$ cat config.mk
export PLATFORM = sky130hd
export DESIGN_NAME = ps2_host_tx_flat
export DESIGN_NICKNAME = d
export VERILOG_FILES = /design/src/rtl/ps2_host_tx_if.sv /design/src/rtl/ps2_host_tx.sv /design/src/flat_wrapper.sv
export SDC_FILE = /design/constraint.sdc
export NUM_CORES = 1
export LEC_CHECK = 0
export BUFFER_PORTS_ARGS = -buffer_cell sky130_fd_sc_hd__buf_2
export CORE_UTILIZATION = 40
export DETAILED_ROUTE_END_ITERATION = 8
export GPL_TIMING_DRIVEN = 1
export MAX_ROUTING_LAYER = met4
export PLACE_DENSITY = 0.58
export SETUP_SLACK_MARGIN = 0.02
export SYNTH_ARGS = -nofsm -noshare
export SYNTH_HDL_FRONTEND = slang
export SYNTH_SLANG_ARGS = --single-unit
$ cat constraint.sdc
create_clock -name iCLK -period 3.2 [get_ports iCLK]
set_clock_uncertainty 0.05 [all_clocks]
set_input_delay 0.16 -clock iCLK [delete_from_list [all_inputs] [get_ports iCLK]]
set_output_delay 0.16 -clock iCLK [all_outputs]
set_load 0.03 [all_outputs]
$ cat src/rtl/ps2_host_tx_if.sv
// Command-side port bundle of the PS/2 host transmitter.
// iSTART is a one-cycle request taken only while oBUSY=0 and no DONE/ERR pulse is showing;
// oDONE/oERR are mutually exclusive one-cycle completion pulses, and oBUSY is low during them.
interface ps2_host_tx_if;
  logic       iSTART;
  logic [7:0] iDATA;
  logic       oBUSY;
  logic       oDONE;
  logic       oERR;

  modport master (output iSTART, iDATA, input oBUSY, oDONE, oERR);
  modport slave  (input iSTART, iDATA, output oBUSY, oDONE, oERR);
endinterface

$ cat src/rtl/ps2_host_tx.sv
// Host-to-device PS/2 transmitter: inhibits the bus, requests to send, then shifts one
// command byte (odd parity, stop) out on device clock falls and checks the device ACK.
module ps2_host_tx #(
  parameter int INHIBIT_CYC = 5000,
  parameter int TIMEOUT_CYC = 750000
) (
  input  logic             iCLK,
  input  logic             iRST_n,
  ps2_host_tx_if.slave     cmd,
  input  logic             iPS2_CLK,
  input  logic             iPS2_DAT,
  output logic             oPS2_CLK_OE,
  output logic             oPS2_DAT_OE,
  output logic [2:0]       oDBG_STATE
);

  localparam int MAXC = (TIMEOUT_CYC > INHIBIT_CYC) ? TIMEOUT_CYC : INHIBIT_CYC;
  localparam int CW   = $clog2(MAXC + 1);
  localparam logic [CW-1:0] INH_LAST = CW'(INHIBIT_CYC - 1);
  localparam logic [CW-1:0] TO_LAST  = CW'(TIMEOUT_CYC - 1);

  typedef enum logic [2:0] {
    S_IDLE, S_INHIBIT, S_REQ, S_SEND, S_ACK, S_WAIT_IDLE, S_DONE, S_ERR
  } state_t;

  state_t        state_q, state_d;
  logic [10:0]   frame_q, frame_d;
  logic [3:0]    bit_q, bit_d;
  logic [CW-1:0] cnt_q, cnt_d;
  logic [2:0]    clk_sync_q, dat_sync_q;
  logic          clk_fall, clk_s, dat_s, timed_out;
  logic          clk_oe, dat_oe, busy, done, err;

  // [0],[1] form the synchroniser, [2] is the history flop; idle lines read high.
  always_ff @(posedge iCLK or negedge iRST_n) begin
    if (!iRST_n) begin
      clk_sync_q <= 3'b111;
      dat_sync_q <= 3'b111;
    end else begin
      clk_sync_q <= {clk_sync_q[1:0], iPS2_CLK};
      dat_sync_q <= {dat_sync_q[1:0], iPS2_DAT};
    end
  end

  assign clk_s     = clk_sync_q[1];
  assign dat_s     = dat_sync_q[1];
  assign clk_fall  = clk_sync_q[2] & ~clk_sync_q[1];
  assign timed_out = (cnt_q == TO_LAST);

  always_ff @(posedge iCLK or negedge iRST_n) begin
    if (!iRST_n) begin
      state_q <= S_IDLE;
      frame_q <= '0;
      bit_q   <= '0;
      cnt_q   <= '0;
    end else begin
      state_q <= state_d;
      frame_q <= frame_d;
      bit_q   <= bit_d;
      cnt_q   <= cnt_d;
    end
  end

  always_comb begin
    state_d = state_q;
    frame_d = frame_q;
    bit_d   = bit_q;
    cnt_d   = cnt_q;
    clk_oe  = 1'b0;
    dat_oe  = 1'b0;
    busy    = 1'b0;
    done    = 1'b0;
    err     = 1'b0;
    case (state_q)
      S_IDLE: begin
        if (cmd.iSTART) begin
          // Frame LSB first: start(0), data, odd parity, stop(1).
          frame_d = {1'b1, ~^cmd.iDATA, cmd.iDATA, 1'b0};
          cnt_d   = '0;
          bit_d   = '0;
          state_d = S_INHIBIT;
        end
      end
      S_INHIBIT: begin
        busy   = 1'b1;
        clk_oe = 1'b1;
        dat_oe = (cnt_q == INH_LAST);
        if (cnt_q == INH_LAST) begin
          cnt_d   = '0;
          state_d = S_REQ;
        end else begin
          cnt_d = cnt_q + 1'b1;
        end
      end
      S_REQ: begin
        busy   = 1'b1;
        dat_oe = ~frame_q[0];
        cnt_d  = cnt_q + 1'b1;
        if (timed_out) begin
          state_d = S_ERR;
        end else if (clk_fall) begin
          bit_d   = '0;
          state_d = S_SEND;
        end
      end
      S_SEND: begin
        busy   = 1'b1;
        dat_oe = ~frame_q[0];
        cnt_d  = cnt_q + 1'b1;
        if (timed_out) begin
          state_d = S_ERR;
        end else if (clk_fall) begin
          frame_d = {1'b1, frame_q[10:1]};
          bit_d   = bit_q + 4'd1;
          if (bit_q == 4'd9) state_d = S_ACK;
        end
      end
      S_ACK: begin
        busy  = 1'b1;
        cnt_d = cnt_q + 1'b1;
        if (timed_out)     state_d = S_ERR;
        else if (clk_fall) state_d = dat_s ? S_ERR : S_WAIT_IDLE;
      end
      S_WAIT_IDLE: begin
        busy  = 1'b1;
        cnt_d = cnt_q + 1'b1;
        if (timed_out)          state_d = S_ERR;
        else if (clk_s && dat_s) state_d = S_DONE;
      end
      S_DONE: begin
        done    = 1'b1;
        state_d = S_IDLE;
      end
      S_ERR: begin
        err     = 1'b1;
        state_d = S_IDLE;
      end
      default: state_d = S_IDLE;
    endcase
  end

  assign oPS2_CLK_OE = clk_oe;
  assign oPS2_DAT_OE = dat_oe;
  assign cmd.oBUSY   = busy;
  assign cmd.oDONE   = done;
  assign cmd.oERR    = err;
  assign oDBG_STATE  = state_q;

endmodule

$ cat src/flat_wrapper.sv
// flat-port wrapper written by rule: the top's interface ports become plain ports
module ps2_host_tx_flat 
#(
  parameter int INHIBIT_CYC = 5000,
  parameter int TIMEOUT_CYC = 750000
)
  (iCLK, iRST_n, iPS2_CLK, iPS2_DAT, oPS2_CLK_OE, oPS2_DAT_OE, oDBG_STATE, cmd_iSTART, cmd_iDATA, cmd_oBUSY, cmd_oDONE, cmd_oERR);
  ps2_host_tx_if cmd_i ();
  input  logic iCLK;
  input  logic iRST_n;
  input  logic iPS2_CLK;
  input  logic iPS2_DAT;
  output logic oPS2_CLK_OE;
  output logic oPS2_DAT_OE;
  output logic [2:0] oDBG_STATE;
  input wire logic [$bits(cmd_i.iSTART)-1:0] cmd_iSTART;
  input wire logic [$bits(cmd_i.iDATA)-1:0] cmd_iDATA;
  output wire logic [$bits(cmd_i.oBUSY)-1:0] cmd_oBUSY;
  output wire logic [$bits(cmd_i.oDONE)-1:0] cmd_oDONE;
  output wire logic [$bits(cmd_i.oERR)-1:0] cmd_oERR;
  assign cmd_i.iSTART = cmd_iSTART;
  assign cmd_i.iDATA = cmd_iDATA;
  assign cmd_oBUSY = cmd_i.oBUSY;
  assign cmd_oDONE = cmd_i.oDONE;
  assign cmd_oERR = cmd_i.oERR;
  ps2_host_tx #(.INHIBIT_CYC(INHIBIT_CYC), .TIMEOUT_CYC(TIMEOUT_CYC)) u_core (.iCLK(iCLK), .iRST_n(iRST_n), .cmd(cmd_i), .iPS2_CLK(iPS2_CLK), .iPS2_DAT(iPS2_DAT), .oPS2_CLK_OE(oPS2_CLK_OE), .oPS2_DAT_OE(oPS2_DAT_OE), .oDBG_STATE(oDBG_STATE));
endmodule
==> qor.csv <==
metric,value,unit
cell accounting for the most synthesized area,dfrtp_1,
GRT Residual Overflow,0,
Post-CTS Setup Inserts,0,
quantity of I/O buffers inserted on ports,20,
H-tree levels,2,
Final Hold Fails,0,
"most common cell after layout, fill and taps aside",dfrtp_1,
post-cts resize count,0,
top post-synthesis cells by area,"dfrtp_1 40%, o21ai_0 6.8%, nand2_1 5.9%",
Bufs on Longest Clock Path,2,
synthesized net count,275,
number of cells in the finished layout apart from fillers,353,
post-layout minimum cycle time,2.29,ns
Max Fanout on Critical Path,8,
antenna violations before repair,0,
length of the first detailed-routing pass in iterations,4,
maximum number of pins on one net before global-route repair,44,
async set-reset flop share out of synthesis,1.00,
Placer Congestion,0.843,
mean number of vias per cell,5.37,
number of instances in the placed design,342,
Yosys top cell area share,0.404,
slew at the pin closest to its max-slew limit,0.965,ns
endpoint required time on the critical path,3.34,ns
area of the core,0.00557,mm^2
share of the clock period used by the worst path,0.715,
"Seq/Total Area, Yosys",0.460,
min setup slack post-route,0.912,ns
via count,1896,
pre-CTS worst setup slack,0.930,ns
maximum clock frequency,0.437,GHz
detailed-route DRC error count,0,
clk sinks,43,
"commonest cells after routing, fill and taps aside","38 x dfrtp_1, 37 x nand2_1, 32 x o21ai_0",
floorplan die area,0.00620,mm^2
"IR drop worst, VDD",0.173,mV
GRT Resource Usage Total,0.184,
RSZ-0062 raised after global routing,false,
I/O pin count,21,
wire length after detailed routing,4910,um
global-route wire length before repair,8530,um
capturing element type of the critical path,flop,
static leakage,1.17,nW
CTS tree,done,
width of the die,78.7,um
data arrival time at the worst-slack endpoint,2.43,ns
growth of design area from synthesis to finish,13.2,%
layout net count,296,
average size of a mapped cell,9.09,um^2
outcome,"complete, no violations",
layout cells sized above 1,0.171,
slowest CP cell,o31ai_1,
final number of max-transition violations,0,
category of the most critical setup path,reg2reg,
setup tns final,0,ns
type of the most critical hold path,in2reg,
via count of the first global-routing pass,1774,
utilization after layout,0.478,
count of distinct cell types in the synthesized netlist,47,
Setup-failing EPs final,0,
list of cells traversed by the critical path,"ha_1, and2_1, nand4_2, o31ai_1, buf_4, a31oi_1, o21ai_0, o21ai_1",
post-route ant nets,0,
number of standard-cell rows in the floorplan,27,
starting utilization of the core area,0.422,
highest cell delay on the worst timing path,0.59,ns
clock latency at the later pin of the worst-skew pair,0.31,ns
Post-Syn Area,0.00235,mm^2
Slew HR,0.357,
CP startpoint kind,flop,
routed length per placed instance,13.9,um
Clock Pin Slew Worst Setup and Hold Paths,0.09,ns
most frequently used flop master after synthesis,dfrtp_1,
iteration-0 DRC count of the detailed router,114,
post-detail-place hpwl,3290,um
Inserted Clock Buffers,5,
Power Density,391,mW/mm^2
synthesized netlist cell count,259,
die height,78.7,um
number of antenna diodes,0,
"flops & latches, synth",43,
Clk Tree Root Cell,clkbuf_8,
max-cap check violation count,0,
number of flops mapped to enable cells by yosys,0,
Power Total,1.04,mW
Yosys Warn Count,0,
==> area by class of cell <==
class / instances / area, um^2
Timing Repair Buffer: 28 / 168
Clock inverter: 3 / 47.5
Multi-Input combinational cell: 197 / 1190
Inverter: 5 / 18.8
Clock buffer: 5 / 68.8
Sequential cell: 43 / 1080
Fill cell: 538 / 2910
Tap cell: 72 / 90.1
==> cells by family (layout without fill, tap and decap cells) <==
group                    after synthesis  after routing  synth area share
multiplexers                          10             10            0.0425
AO/OA/AOI/OAI                         60             60             0.155
flip-flops                            43             43             0.460
adder cells (fa/ha/maj)                3              3            0.0159
AND/OR/NAND/NOR                      110            110             0.240
buffers and inverters                 19             41            0.0351
XOR/XNOR                              14             14            0.0521
==> what timing repair did <==
action | CTS | global route
endpoints found under the hold margin | 14 | 0
hold buffers | 3 | 0
endpoints found under the setup margin | 0 | 0
==> stage by stage <==
stage	cell area [um^2]	hold WS, ns
2_1_floorplan	2350	-0.186
3_3_place_gp	2520	0.216
3_5_place_dp	2520	0.217
4_1_cts	2670	0.112
5_1_grt	2670	0.120
6_report	2670	0.118
==> synth_stat cells, drive strengths merged (2+ instances only) <==
cell,number
dfrtp,38
nand2,37
o21ai,33
nor2,24
nand3,11
mux2i,10
xnor2,10
nand4,9
a31oi,8
buf,7
clkbuf,7
dfstp,5
inv,5
nor4,5
o31ai,5
a21oi,4
xor2,4
a21boi,3
ha,3
nand2b,3
nor3,3
a21o,2
a22o,2
and2,2
and3,2
nand3b,2
nand4b,2
or4,2
==> routing by layer <==
layer / GRT usage / vias to the layer above / wire, um
li1: - / 964 / -
met5: - / - / 0
met2: 0.256 / 34 / 2060
met1: 0.258 / 891 / 2580
met3: 0.0333 / 7 / 188
met4: 0.0852 / 0 / 82
==> final timing paths <==
kind | slack (ns) | cells after the start | from | end
max | 0.91 | 8 | u_core.cnt_q[0]$_DFFE_PN0P_ | u_core.cnt_q[10]$_DFFE_PN0P_
min | 0.12 | 3 | cmd_iDATA[6] | u_core.frame_q[7]$_DFFE_PN0P_
max reg2reg | 0.91 | 8 | u_core.cnt_q[0]$_DFFE_PN0P_ | u_core.cnt_q[10]$_DFFE_PN0P_
min reg2reg | 0.31 | 0 | u_core.clk_sync_q[0]$_DFF_PN1_ | u_core.clk_sync_q[1]$_DFF_PN1_
max in group asynchronous | 2.00 | 2 | iRST_n | u_core.cnt_q[13]$_DFFE_PN0P_
min in group asynchronous | 0.50 | 2 | iRST_n | u_core.cnt_q[0]$_DFFE_PN0P_
==> where the power goes <==
group | total, mW | internal (mW) | switching [mW]
registers | 0.551 | 0.549 | 0.00203
clock network | 0.445 | 0.237 | 0.208
logic | 0.0453 | 0.0218 | 0.0234
total | 1.04 | 0.807 | 0.234
==> worst max-delay path, delay by kind of cell, from the launching register on <==
kind	cells	cell delay, ns
fa+ha+maj	1	0.22
buf+inv	1	0.27
flops	1	0.39
compound gates	4	0.86
simple gates	2	0.40
==> state kept, by name, indices dropped and copies added (netlist names) <==
signal             flops
u_core.cnt_q          20
u_core.frame_q        11
u_core.bit_q           4
u_core.clk_sync_q      3
u_core.oDBG_STATE      3
u_core.dat_sync_q      2
Note: power is estimated with default switching activity, not from simulation.
